$ cat config.mk
export PLATFORM = sky130hd
export DESIGN_NAME = bus_resp
export DESIGN_NICKNAME = d
export VERILOG_FILES = /design/src/rtl/bus_pkg.sv /design/src/rtl/bus_rdata_sel.sv /design/src/rtl/bus_resp.sv
export SDC_FILE = /design/constraint.sdc
export NUM_CORES = 1
export LEC_CHECK = 0
export ABC_AREA = 0
export CELL_PAD_IN_SITES_DETAIL_PLACEMENT = 0
export CELL_PAD_IN_SITES_GLOBAL_PLACEMENT = 1
export CORE_MARGIN = 2
export CORE_UTILIZATION = 24
export DETAILED_ROUTE_END_ITERATION = 6
export PLACE_DENSITY = 0.92
export SYNTH_ARGS = -nofsm -noshare
export SYNTH_HDL_FRONTEND = slang
export SYNTH_SLANG_ARGS = --single-unit
$ cat constraint.sdc
create_clock -name clk -period 1.9 [get_ports clk]
set_input_delay 0.19 -clock clk [delete_from_list [all_inputs] [get_ports clk]]
set_output_delay 0.19 -clock clk [all_outputs]
set_load 0.03 [all_outputs]
$ cat src/rtl/bus_pkg.sv
// bus_pkg: shared definitions for the 8-bit-address shared bus.
// FSM encoding, address map, default response timeout and the
// select-priority helper used by the response collector.
package bus_pkg;

   typedef enum logic [1:0] {
      IDLE = 2'b00,
      WAIT = 2'b01,
      RESP = 2'b10
   } bus_state_t;

   localparam int unsigned NUM_SLV     = 4;
   localparam int unsigned TIMEOUT_DEF = 15;

   // Address map, inclusive ranges; every other address is unmapped
   localparam logic [7:0] S0_BASE = 8'h00;
   localparam logic [7:0] S0_LAST = 8'h0F;
   localparam logic [7:0] S1_BASE = 8'h10;
   localparam logic [7:0] S1_LAST = 8'h1F;
   localparam logic [7:0] S2_BASE = 8'h20;
   localparam logic [7:0] S2_LAST = 8'h3F;
   localparam logic [7:0] S3_BASE = 8'h40;
   localparam logic [7:0] S3_LAST = 8'h5F;

   // Keep only the highest-priority select bit: S0 > S1 > S2 > S3
   function automatic logic [NUM_SLV-1:0] prio_sel(input logic [NUM_SLV-1:0] sel);
      logic [NUM_SLV-1:0] res;
      logic               found;
      res   = '0;
      found = 1'b0;
      for (int unsigned i = 0; i < NUM_SLV; i++) begin
         if (sel[i] && !found) begin
            res[i] = 1'b1;
            found  = 1'b1;
         end
      end
      return res;
   endfunction

endpackage

$ cat src/rtl/bus_rdata_sel.sv
// bus_rdata_sel: combinational one-hot 4:1 mux returning the ready flag
// and read data of the slave picked by the latched select vector.
module bus_rdata_sel
   import bus_pkg::*;
#(
   parameter int unsigned DATA_W = 32
) (
   input  logic [NUM_SLV-1:0]             sel,
   input  logic [NUM_SLV-1:0]             slv_ready,
   input  logic [NUM_SLV-1:0][DATA_W-1:0] slv_dout,
   output logic                           ready,
   output logic [DATA_W-1:0]              dout
);

   // AND-OR mux: sel is one-hot, so at most one slave contributes
   always_comb begin
      ready = 1'b0;
      dout  = '0;
      for (int unsigned i = 0; i < NUM_SLV; i++) begin
         ready = ready | (sel[i] & slv_ready[i]);
         dout  = dout | (slv_dout[i] & {DATA_W{sel[i]}});
      end
   end

endmodule

$ cat src/rtl/bus_resp.sv
// bus_resp: master-side response collector for the shared bus.
// Latches the slave select on a master request, waits for that slave's
// ready, and returns its read data with a one-cycle M_rvalid pulse.
// Unmapped requests answer with M_err. Optional macro
// BUS_RESP_TIMEOUT_EN adds a WAIT-cycle counter that answers with an
// error after TIMEOUT cycles without ready.
module bus_resp
   import bus_pkg::*;
#(
   parameter int unsigned DATA_W  = 32,
   parameter int unsigned TIMEOUT = TIMEOUT_DEF
) (
   input  logic              clk,
   input  logic              reset_n,
   input  logic              M_req,
   input  logic              M_wr,
   input  logic              S0_sel,
   input  logic              S1_sel,
   input  logic              S2_sel,
   input  logic              S3_sel,
   input  logic              S0_ready,
   input  logic              S1_ready,
   input  logic              S2_ready,
   input  logic              S3_ready,
   input  logic [DATA_W-1:0] S0_dout,
   input  logic [DATA_W-1:0] S1_dout,
   input  logic [DATA_W-1:0] S2_dout,
   input  logic [DATA_W-1:0] S3_dout,
   output logic [DATA_W-1:0] M_dout,
   output logic              M_rvalid,
   output logic              M_err,
   output logic              M_busy
);

   if (TIMEOUT < 1 || TIMEOUT > 255) begin : g_bad_timeout
      $error("bus_resp: TIMEOUT must be in 1..255");
   end

   bus_state_t         state_q, state_d;
   logic [NUM_SLV-1:0] sel_q, sel_d;
   logic               wr_q, wr_d;
   logic               err_q, err_d;
   logic [DATA_W-1:0]  dout_q, dout_d;
   logic               rvalid_q, rvalid_d;
   logic               merr_q, merr_d;

   logic [NUM_SLV-1:0] sel_in;
   logic               slv_ready;
   logic [DATA_W-1:0]  slv_dout;

`ifdef BUS_RESP_TIMEOUT_EN
   localparam logic [7:0] CNT_LAST = 8'(TIMEOUT - 1);
   logic [7:0] cnt_q, cnt_d;
`endif

   assign sel_in = {S3_sel, S2_sel, S1_sel, S0_sel};

   bus_rdata_sel #(
      .DATA_W (DATA_W)
   ) u_rdata_sel (
      .sel       (sel_q),
      .slv_ready ({S3_ready, S2_ready, S1_ready, S0_ready}),
      .slv_dout  ({S3_dout, S2_dout, S1_dout, S0_dout}),
      .ready     (slv_ready),
      .dout      (slv_dout)
   );

   // Next-state and next registered-output values; rvalid/err default low
   // so the response pulse lasts exactly the RESP cycle
   always_comb begin
      state_d  = state_q;
      sel_d    = sel_q;
      wr_d     = wr_q;
      err_d    = err_q;
      dout_d   = dout_q;
      rvalid_d = 1'b0;
      merr_d   = 1'b0;
`ifdef BUS_RESP_TIMEOUT_EN
      cnt_d    = cnt_q;
`endif
      case (state_q)
         IDLE: begin
            if (M_req) begin
               sel_d = prio_sel(sel_in);
               wr_d  = M_wr;
               if (sel_in == '0) begin
                  err_d    = 1'b1;
                  dout_d   = '0;
                  rvalid_d = 1'b1;
                  merr_d   = 1'b1;
                  state_d  = RESP;
               end else begin
                  state_d = WAIT;
               end
            end
         end
         WAIT: begin
            // Ready is checked before the timeout so it wins on the last cycle
            if (slv_ready) begin
               dout_d   = wr_q ? '0 : slv_dout;
               rvalid_d = 1'b1;
               merr_d   = err_q;
               state_d  = RESP;
            end
`ifdef BUS_RESP_TIMEOUT_EN
            else if (cnt_q == CNT_LAST) begin
               cnt_d    = cnt_q + 8'd1;
               err_d    = 1'b1;
               dout_d   = '0;
               rvalid_d = 1'b1;
               merr_d   = 1'b1;
               state_d  = RESP;
            end else begin
               cnt_d = cnt_q + 8'd1;
            end
`endif
         end
         RESP: begin
            err_d   = 1'b0;
`ifdef BUS_RESP_TIMEOUT_EN
            cnt_d   = '0;
`endif
            state_d = IDLE;
         end
         default: state_d = IDLE;
      endcase
   end

   // State and registered outputs; reset aborts any transaction in flight
   always_ff @(posedge clk or negedge reset_n) begin
      if (!reset_n) begin
         state_q  <= IDLE;
         sel_q    <= '0;
         wr_q     <= 1'b0;
         err_q    <= 1'b0;
         dout_q   <= '0;
         rvalid_q <= 1'b0;
         merr_q   <= 1'b0;
      end else begin
         state_q  <= state_d;
         sel_q    <= sel_d;
         wr_q     <= wr_d;
         err_q    <= err_d;
         dout_q   <= dout_d;
         rvalid_q <= rvalid_d;
         merr_q   <= merr_d;
      end
   end

`ifdef BUS_RESP_TIMEOUT_EN
   // WAIT-cycle counter, cleared on reset and on the exit from RESP
   always_ff @(posedge clk or negedge reset_n) begin
      if (!reset_n) begin
         cnt_q <= '0;
      end else begin
         cnt_q <= cnt_d;
      end
   end
`endif

   assign M_dout   = dout_q;
   assign M_rvalid = rvalid_q;
   assign M_err    = merr_q;
   assign M_busy   = (state_q != IDLE);

endmodule

==> results.json <==
{
  "area.growth.synth_to_final_pct": 84.1,
  "powerDensity_mw_per_mm2": 1160,
  "synth_area_leaders": "dfrtp_1 45%, a221oi_1 12%, a22o_1 12%, o22ai_1 8.7%, o21ai_1 5.3%",
  "detail_route.wl_per_cell_um": 17.5,
  "viasPerCell": 5.15,
  "grt_max_degree": 43,
  "async_flop_share": 1.00,
  "hold_viol": 0,
  "hpwl_mm": 7.02,
  "setup_violations": 0,
  "synth_seq_area_share": 0.445,
  "numCtsBuffers": 5,
  "min_period_ps": 1820,
  "fill_cells": 955,
  "rrSetupSlack_ps": 310,
  "stdcell_count": 529,
  "synthDistinctLibCells": 30,
  "diodes": 0,
  "synthFlopType": "dfrtp_1",
  "cts-root-buf": "clkbuf_8",
  "worst_setup_path_end_kind": "primary output",
  "yosysTopAreaCellShare": 0.445,
  "p_comb_frac": 0.618,
  "internal_power_w": 0.00290,
  "cp-start-kind": "flip-flop",
  "cts_num_sinks": 42,
  "p_seq_frac": 0.268,
  "vias": 2726,
  "crit_required_ps": 1710,
  "antenna_found_initial": 0,
  "synthCells": 230,
  "fmax_mhz": 551,
  "synth_top_area_cell": "dfrtp_1",
  "synth_nets": 370,
  "coreArea_mm2": 0.00964,
  "numPlacedInstances": 522,
  "maxCapViolCount": 0,
  "drc": 0,
  "ant_nets": 0,
  "gp_congestion": 0.766,
  "die_area_mm2": 0.0106,
  "fin_crit_sh": 0.956,
  "slew_headroom": 0.713,
  "wl_mm": 9.27,
  "status": "finished, final reports clean",
  "die_y_um": 103,
  "whs_ps": 435,
  "io_buffers": 174,
  "power_switching_w": 0.00212,
  "die_w_um": 103,
  "arrival_ps": 1630,
  "clockBufferDepth": 2,
  "grt_pass1_wl_mm": 13.7,
  "nets": 537,
  "start_util": 0.245,
  "finalMaxSlewViolations": 0,
  "rsz0062_at_grt": "false",
  "crit_fanout": 5,
  "peakVddDrop_uv": 470,
  "drive_above_1_share": 0.0833,
  "p_clk_frac": 0.114,
  "skew_ps": 5.77,
  "ys_warn_count": 0,
  "ys_ff_latch": 42,
  "tightest_slew_ps": 430,
  "fin_util": 0.451,
  "synth_area_mm2": 0.00236,
  "drtIter0Drc": 41,
  "ios": 175,
  "drt_first_pass_iters": 4,
  "ctsHtreeMaxLevel": 2,
  "overflow": 0,
  "synth_edf_count": 0,
  "hold_path_class": "primary input to asynchronous set/reset pin",
  "fin_area_mm2": 0.00435,
  "cts_tree": "built",
  "path_class": "flip-flop to primary output",
  "syn_avg_cell_area_um2": 10.3,
  "track_usage": 0.167,
  "grt_pass1_vias": 2741,
  "p_sw_frac": 0.422,
  "clk_latency_ps": 290,
  "dpl-instance-area_mm2": 0.00425,
  "p_leak_nw": 1.68,
  "clk_pin_slew_ps": 80,
  "cts_setup_buffers": 0,
  "num_rows": 36
}
[kinds of logic (layout without fill, tap and decap cells)]
kind of cell           after synthesis  in the layout  share of synthesized area
AOI/OAI and AO/OA                  140            140                      0.431
DFF                                 42             42                      0.445
buffers and inverters               33            199                     0.0790
and+or+nand+nor                     13             13                     0.0350
muxes                                2              2                    0.00954
[metal layers]
metal,GRT usage,wire length [µm],vias up
met3,0.0336,707,12
met5,0,0,-
met2,0.311,4760,123
li1,-,-,1279
met1,0.188,3660,1312
met4,0.0587,149,0
[layout by cell type, fill, tap and decap left out, types with 2 or more instances in the layout]
cell type | netlist | final
o21bai_1 | 2 | 2
o21ai_1 | 25 | 25
dfrtp_1 | 42 | 42
a22oi_1 | 2 | 2
a22o_1 | 32 | 32
a221oi_1 | 32 | 32
mux2_2 | 2 | 2
buf_12 | 0 | 3
nand2_1 | 5 | 5
o21ai_0 | 8 | 8
o22ai_1 | 33 | 33
clkbuf_8 | 0 | 6
inv_1 | 2 | 2
buf_4 | 0 | 13
o21ai_2 | 2 | 2
clkdlybuf4s50_1 | 0 | 173
[synth_stat cells (all sizes together), types with 2 or more instances]
library cell  instances
a22oi                 2
a221oi               32
a22o                 32
inv                   2
o21ai                35
o21bai                2
mux2                  2
buf                  14
nand2                 5
clkbuf               17
dfrtp                42
o22ai                33
[final timing paths]
path,from,end,cells past startpoint
worst max-delay path,state_q[0],M_busy,2
worst min-delay path,reset_n,M_dout[21],3
worst max register to register,state_q[0],M_dout[2],4
worst min register to register,state_q[1],err_q,1
max in group asynchronous,reset_n,M_dout[10],3
min in group clk,state_q[1],err_q,1
[power groups by stage]
stage,logic (W),clock network (W),registers [W]
2_1_floorplan,0.00147,0,0.00170
3_3_place_gp,0.00306,0,0.00135
3_5_place_dp,0.00314,0,0.00136
4_1_cts,0.00314,0.000594,0.00135
5_1_grt,0.00333,0.000624,0.00138
6_report,0.00310,0.000573,0.00135
[flip-flops by register name, indices dropped and copies added (netlist names)]
signal and cells:
sel_q 4, M_dout 32, err_q 1, M_err 1
M_rvalid 1, wr_q 1, state_q 2
[stage by stage]
step	worst slack, ps	setup TNS, ps	total power (W)
2_1_floorplan	458	0	0.00318
3_3_place_gp	32.6	0	0.00441
3_5_place_dp	-4.23	-4.23	0.00450
4_1_cts	66.8	0	0.00509
5_1_grt	26.4	0	0.00533
6_report	83.9	0	0.00502
[critical path: stages (launching register included)]
cell and delay, ps:
dfrtp_1 430, or2_2 310, clkdlybuf4s50_1 600
[layout make-up]
type	instances	area [µm²]	area share
repair buffers	191	1900	0.438
multi-input cells	155	1130	0.261
flip-flops and latches	42	1050	0.242
well taps	133	166	0.0383
clock buffers	6	82.6	0.0190
inverters	2	7.51	0.00173
[timing repair]
action,4_1_cts,5_1_grt
resized for setup,0,0
hold endpoints to repair,42,0
hold buffers,1,0
No activity file was read; power rests on OpenSTA's default activity.
